<file path="config.mk">
export PLATFORM = sky130hd
export DESIGN_NAME = rsa_decrypt
export DESIGN_NICKNAME = d
export VERILOG_FILES = /design/src/rtl/rsa_pkg.sv /design/src/rtl/rsa_modmul.sv /design/src/rtl/rsa_decrypt.sv
export SDC_FILE = /design/constraint.sdc
export NUM_CORES = 2
export LEC_CHECK = 0
export ABC_AREA = 1
export ABC_CLOCK_PERIOD_IN_PS = 19000
export CORE_UTILIZATION = 40
export DETAILED_ROUTE_END_ITERATION = 8
export PLACE_DENSITY_LB_ADDON = 0.2
export SLEW_MARGIN = 10
export SYNTH_ARGS = -nofsm -noshare
export SYNTH_HDL_FRONTEND = slang
export SYNTH_SLANG_ARGS = --single-unit
</file>
<file path="constraint.sdc">
create_clock -name clk -period 19 [get_ports clk]
set_input_delay 1.9 -clock clk [delete_from_list [all_inputs] [get_ports clk]]
set_output_delay 1.9 -clock clk [all_outputs]
set_load 0.02 [all_outputs]
</file>
<file path="src/rtl/rsa_pkg.sv">
// Shared constants and state encodings for the RSA receive path.
package rsa_pkg;

    localparam int RSA_W = 32;

    // Premultiplier applied by the encryptor; software inverts it mod n.
    localparam logic [RSA_W-1:0] RSA_BLIND = 32'd85738;

    typedef enum logic [2:0] {
        IDLE,
        REDUCE,
        EXP,
        UNBLIND,
        FINISH
    } rsa_state_t;

    typedef enum logic [1:0] {
        MM_IDLE,
        MM_RUN,
        MM_CAP
    } mm_phase_t;

endpackage

</file>
<file path="src/rtl/rsa_modmul.sv">
// Bit-serial (a * b) mod n, MSB-first over a; requires b < n.
module rsa_modmul
    import rsa_pkg::*;
#(
    parameter int W = RSA_W
) (
    input  logic         clk,
    input  logic         reset,
    input  logic         start,
    input  logic [W-1:0] a,
    input  logic [W-1:0] b,
    input  logic [W-1:0] n,
    output logic         busy,
    output logic         done,
    output logic [W-1:0] p
);

    localparam int CW = $clog2(W + 1);

    mm_phase_t      ph;
    logic [W-1:0]   a_r;
    logic [W+1:0]   b_r;
    logic [W+1:0]   n_r;
    logic [W+1:0]   r;
    logic [CW-1:0]  cnt;
    logic [W+1:0]   r2;
    logic [W+1:0]   t1;
    logic [W+1:0]   t2;

    // r < n before each step, so 2r + b < 3n fits in W+2 bits.
    always_comb begin
        r2 = (r << 1) + (a_r[W-1] ? b_r : '0);
        t1 = (r2 >= n_r) ? r2 - n_r : r2;
        t2 = (t1 >= n_r) ? t1 - n_r : t1;
    end

    always_ff @(posedge clk or posedge reset) begin
        if (reset) begin
            ph  <= MM_IDLE;
            a_r <= '0;
            b_r <= '0;
            n_r <= '0;
            r   <= '0;
            cnt <= '0;
        end else begin
            unique case (ph)
                MM_IDLE: begin
                    if (start) begin
                        a_r <= a;
                        b_r <= {2'b00, b};
                        n_r <= {2'b00, n};
                        r   <= '0;
                        cnt <= CW'(W);
                        ph  <= MM_RUN;
                    end
                end
                MM_RUN: begin
                    r   <= t2;
                    a_r <= a_r << 1;
                    cnt <= cnt - 1'b1;
                    if (cnt == CW'(1)) begin
                        ph <= MM_CAP;
                    end
                end
                MM_CAP: ph <= MM_IDLE;
                default: ph <= MM_IDLE;
            endcase
        end
    end

    assign busy = (ph != MM_IDLE);
    assign done = (ph == MM_CAP);
    assign p    = r[W-1:0];

endmodule

</file>
<file path="src/rtl/rsa_decrypt.sv">
// RSA receive path: message = (cipher^d mod n) * unblind mod n.
module rsa_decrypt
    import rsa_pkg::*;
#(
    parameter int W = RSA_W
) (
    input  logic         clk,
    input  logic         reset,
    input  logic         start,
    input  logic [W-1:0] cipher,
    input  logic [W-1:0] d,
    input  logic [W-1:0] n,
    input  logic [W-1:0] unblind,
    output logic [W-1:0] message,
    output logic         done,
    output logic         busy,
    output logic         error
);

    rsa_state_t   state;
    rsa_state_t   nstate;

    logic [W-1:0] c_r;
    logic [W-1:0] e_r;
    logic [W-1:0] n_r;
    logic [W-1:0] u_r;
    logic [W-1:0] base;
    logic [W-1:0] result;
    logic         go;
    logic         go_n;

    logic         a_start;
    logic         a_busy;
    logic         a_done;
    logic [W-1:0] a_a;
    logic [W-1:0] a_b;
    logic [W-1:0] a_p;
    logic         b_start;
    logic         b_busy;
    logic         b_done;
    logic [W-1:0] b_p;

    logic         accept;
    logic         step_done;
    logic         bad;

    assign accept = (state == IDLE) && start && !busy
                    && !a_busy && !b_busy;
    assign step_done = a_done && ((state != EXP) || b_done);
    assign bad = (n_r < W'(2));

    always_ff @(posedge clk or posedge reset) begin
        if (reset) begin
            state <= IDLE;
        end else begin
            state <= nstate;
        end
    end

    always_comb begin
        nstate = state;
        go_n   = 1'b0;
        unique case (state)
            IDLE: begin
                if (accept) begin
                    if (n < W'(2)) begin
                        nstate = FINISH;
                    end else begin
                        nstate = REDUCE;
                        go_n   = 1'b1;
                    end
                end
            end
            REDUCE: begin
                if (step_done) begin
                    go_n   = 1'b1;
                    nstate = (e_r == '0) ? UNBLIND : EXP;
                end
            end
            EXP: begin
                if (step_done) begin
                    go_n   = 1'b1;
                    nstate = (e_r[W-1:1] == '0) ? UNBLIND : EXP;
                end
            end
            UNBLIND: begin
                if (step_done) begin
                    nstate = FINISH;
                end
            end
            FINISH: nstate = IDLE;
            default: nstate = IDLE;
        endcase
    end

    // Instance A serves every step; B only squares the base in EXP.
    always_comb begin
        a_start = go;
        b_start = go && (state == EXP);
        a_a     = '0;
        a_b     = '0;
        unique case (state)
            REDUCE: begin
                a_a = c_r;
                a_b = W'(1);
            end
            EXP: begin
                a_a = result;
                a_b = base;
            end
            UNBLIND: begin
                a_a = u_r;
                a_b = result;
            end
            default: begin
                a_a = '0;
                a_b = '0;
            end
        endcase
    end

    always_ff @(posedge clk or posedge reset) begin
        if (reset) begin
            c_r     <= '0;
            e_r     <= '0;
            n_r     <= '0;
            u_r     <= '0;
            base    <= '0;
            result  <= '0;
            go      <= 1'b0;
            message <= '0;
            done    <= 1'b0;
            busy    <= 1'b0;
            error   <= 1'b0;
        end else begin
            go   <= go_n;
            done <= (state == FINISH);
            if (done) begin
                busy <= 1'b0;
            end
            if (accept) begin
                c_r   <= cipher;
                e_r   <= d;
                n_r   <= n;
                u_r   <= unblind;
                error <= 1'b0;
                busy  <= 1'b1;
            end
            unique case (state)
                REDUCE: begin
                    if (step_done) begin
                        base   <= a_p;
                        result <= W'(1);
                    end
                end
                EXP: begin
                    if (step_done) begin
                        if (e_r[0]) begin
                            result <= a_p;
                        end
                        base <= b_p;
                        e_r  <= e_r >> 1;
                    end
                end
                UNBLIND: begin
                    if (step_done) begin
                        result <= a_p;
                    end
                end
                FINISH: begin
                    message <= bad ? '0 : result;
                    error   <= bad;
                end
                default: ;
            endcase
        end
    end

    rsa_modmul #(.W(W)) u_mm_a (
        .clk   (clk),
        .reset (reset),
        .start (a_start),
        .a     (a_a),
        .b     (a_b),
        .n     (n_r),
        .busy  (a_busy),
        .done  (a_done),
        .p     (a_p)
    );

    rsa_modmul #(.W(W)) u_mm_b (
        .clk   (clk),
        .reset (reset),
        .start (b_start),
        .a     (base),
        .b     (base),
        .n     (n_r),
        .busy  (b_busy),
        .done  (b_done),
        .p     (b_p)
    );

endmodule

</file>
==> results list <==
- The flow ran to the end, and the final reports show no timing, DRC or antenna violations.
- The first routing iteration left 2609 violations.
- Total DRC errors in the routed layout: 0
- After floorplanning, the core was sized to cover 83950 µm².
* Primary FF master, synth: sky130_fd_sc_hd__dfrtp_1
- Entering global routing, the biggest net connects 112 pins.
- Slowest stage delay, CP: 1130 ps
- For this run, the register share of the synthesized area comes to 0.3712.
- Global-route wire length before repair: 179.9 mm
* Data arrival time of the critical path: 9210 ps
* Chip width: 293.7 µm
- The number of antenna violations at the first check in global routing is 3.
- Leaving out fill and tap cells, the most frequent cells in the layout are sky130_fd_sc_hd__nand2_1 (1216), sky130_fd_sc_hd__inv_1 (542), sky130_fd_sc_hd__dfrtp_1 (505).
- STA classifies the critical path startpoint as a flip-flop.
- Row Count: 106
- Relative max-transition margin: 0.1971
- Post-cts gate resize count: 0
- In this run, CTS created clock tree buffers numbering 56.
* Slack of the critical path: 10290 ps
- Global routing usage summed across all routing layers: 0.2734
- For this run, global-route usage on met1 was measured as 0.3655.
* Insertion delay to the later sink of the worst-skew pair: 650 ps
- Counting I/O delays and the setup requirement, the final critical path takes 8708 ps.
* GRT met2 Usage: 0.4359
- Fraction of registers with async set/reset: 1.000
* Detailed-route wire length: 118.5 mm
* Average cell area after synthesis: 7.458 µm²
* Final #Nets: 4980
- TritonCTS clock tree: yes
- Cell-internal power: 2.129 mW
* Pre-CTS setup slack: 10430 ps
- The area growth from synthesis to layout is 13.31%.
- Maximum net fanout on the critical path: 42
- Summing all placed instances gives a cell area of 36640 µm².
* Register bit total from synthesis: 505
- After global routing, the most crowded layer is met2.
- Detailed routing inserted a total of 31.07k vias.
* Critical path class: reg2reg
* Count of buffers inserted at the top-level ports: 165
- Synth Warn #: 0
- Once layout is complete, the utilization of the core stands at 0.4594.
* Required time reported for the critical path endpoint: 19500 ps
- Of the cells placed in the final design, the portion with a size suffix greater than 1 is 0.06135.
- By area the synthesized netlist is led by sky130_fd_sc_hd__dfrtp_1 (37%), sky130_fd_sc_hd__nand2_1 (13%), sky130_fd_sc_hd__ha_1 (7.1%), sky130_fd_sc_hd__o21ai_0 (6.3%), sky130_fd_sc_hd__inv_1 (6.0%).
* 1st-pass router iterations: 6
- Power density normalized to cell area: 82.72 nW/µm²
- Die area: 86270 µm²
- The tool flagged a number of max-cap violations equal to 0.
- Overflow left after global routing: 0
- The netlist uses 59 different library cells.
* Last weighted congestion value of the routability-driven placer: 0.9890
- Summed over all nets, the half-perimeter wirelength after detailed placement is 92.38 mm.
- IR analysis of the VDD net gives a maximum drop of 86.99 µV.
* Number of hold violations in the final report: 0
* Final instance area: 38570 µm²
* Clock Skews: 41.07 ps
* Post-synth EDFFs: 0
- Met3 track utilization from global routing: 0.06261
- Counting along the longest clock path gives a buffer depth of 3.
* Clock slew seen by the registers of the worst setup and hold paths: 60 ps
- Peak Freq: 0.1148 GHz
- Using the TritonRoute via totals, the vias-per-cell ratio works out to 5.330.
* Portion of total power attributed to sequential cells: 0.401
- Leading area contributor after synthesis: sky130_fd_sc_hd__dfrtp_1
* Largest registers: u_mm_a.r x33, u_mm_b.r x33
- Die boundary height: 293.7 µm
* Postcts setup bufs: 0
- Of the total power, the share spent switching nets is 0.3328.
- Final ANT Viol Nets: 0
- The worst setup path is captured at a flip-flop.
- Setup violations remaining at the end of the flow were counted as 0.
- Most frequent cell on the critical path: sky130_fd_sc_hd__nand2_1
- Number of top-level pins: 166
- Initial Util: 0.4055
- Synthesis produced a netlist whose cell count is 4564.
* CTS hold repair buffers: 0
* Via count of the first global-routing pass: 29.91k
- Number of H-tree levels: 2
- In this run the clock root is driven by a sky130_fd_sc_hd__clkbuf_16.
* Yosys top cell area share: 0.3712
* Leakage dissipation: 20.42 nW
- At the pin with the least slew margin, the transition time is 1204 ps.
- Dividing the final minimum period by the clock period gives 0.4583.
* Unrepaired setup endpoints after global routing: false
- When the netlist entered floorplanning its net count stood at 4895.
* Post-synth design cell area: 34040 µm²
- Leading cell type in the layout, fill and taps excluded: sky130_fd_sc_hd__nand2_1
* Clk pwr share: 0.358
* Number of clock sinks: 505
* Combinational group share of total power: 0.241
- The worst hold path belongs to the class reg2reg.
- Routed length per instance: 20.33 µm
- Total count of max-transition violations in the final report: 0
- Summed over all nets, the switching power comes to 1.062 mW.
- Crit-path slowest cell: sky130_fd_sc_hd__dfrtp_1
* Post-route setup TNS: 0 ps
-- power by group through the flow --
stage	clock [mW]	combinational, mW	sequential [mW]
after global routing	1.21	0.856	1.29
after detailed placement	0	0.767	1.29
after CTS	1.17	0.770	1.27
after global placement	0	0.763	1.29
after floorplan	0	0.559	1.25
final	1.14	0.771	1.28
-- metrics by stage --
step                total power [mW]  hold WS [ps]  cells
global route                   3.354         503.2   5828
finish                         3.191         471.0   5829
global placement               2.054         464.6   5725
floorplan                      1.813         441.2   4564
CTS                            3.215         473.8   5828
detailed placement             2.061         465.4   5725
-- final cells by class --
cell class              count  area, µm²
multi-input cells        3345      18670
clock buffers              81       1625
inverters                 552       2079
repair buffers            189       1832
well taps                1134       1419
flip-flops and latches    505      12640
clock inverters            22      304.0
diodes                      1      2.502
fillers                  8636      45380
-- cell families after synthesis --
group                    after synthesis  synth area share
multiplexers                         124           0.03977
AND/OR/NAND/NOR                     1926            0.2359
XOR/XNOR                             164           0.04220
buffers and inverters                714           0.08237
AO/OA/AOI/OAI                        931            0.1537
adder cells (fa/ha/maj)              200           0.07484
flip-flops                           505            0.3712
-- critical path: cells and delay by family, from the launching register on --
family	cells	cell delay (ps)
and+or+nand+nor	25	3510
AOI/OAI and AO/OA	7	1460
adders and majority gates	5	1240
DFF	1	1130
buffers and inverters	4	860
xor gates and xnor gates	1	320
-- worst paths after layout --
kind                                start  slack (ps)        endpoint  depth (start not counted)
min in group asynchronous           reset        1750  u_mm_b.n_r[13]                          2
max in group asynchronous           reset       14740          e_r[0]                          4
setup reg to reg           u_mm_a.a_r[31]       10290    u_mm_a.r[20]                         42
hold reg to reg             u_mm_b.cnt[3]         470   u_mm_b.cnt[3]                          1
setup / recovery           u_mm_a.a_r[31]       10290    u_mm_a.r[20]                         42
hold / removal              u_mm_b.cnt[3]         470   u_mm_b.cnt[3]                          1
-- cell usage after synthesis (29+ instances only) --
master,instances
sky130_fd_sc_hd__mux2_2,90
sky130_fd_sc_hd__inv_1,546
sky130_fd_sc_hd__a21oi_1,265
sky130_fd_sc_hd__mux2i_1,34
sky130_fd_sc_hd__nand2_1,1217
sky130_fd_sc_hd__nor3_1,33
sky130_fd_sc_hd__xnor2_1,84
sky130_fd_sc_hd__a22oi_1,63
sky130_fd_sc_hd__o21ai_0,430
sky130_fd_sc_hd__xor2_1,80
sky130_fd_sc_hd__clkbuf_1,115
sky130_fd_sc_hd__or2_2,32
sky130_fd_sc_hd__ha_1,194
sky130_fd_sc_hd__dfrtp_1,505
sky130_fd_sc_hd__o21ai_1,29
sky130_fd_sc_hd__nor4_1,33
sky130_fd_sc_hd__nand3_1,238
sky130_fd_sc_hd__nor2_1,291
-- metal layers --
metal | share of wire | up-vias | wire length (µm)
li1 | - | 15210 | -
met1 | 0.44 | 14810 | 52090
met2 | 0.46 | 862 | 54060
met3 | 0.070 | 180 | 8320
met4 | 0.034 | 4 | 4012
met5 | 0.00019 | - | 23
Power figures use the tool's default switching activity.
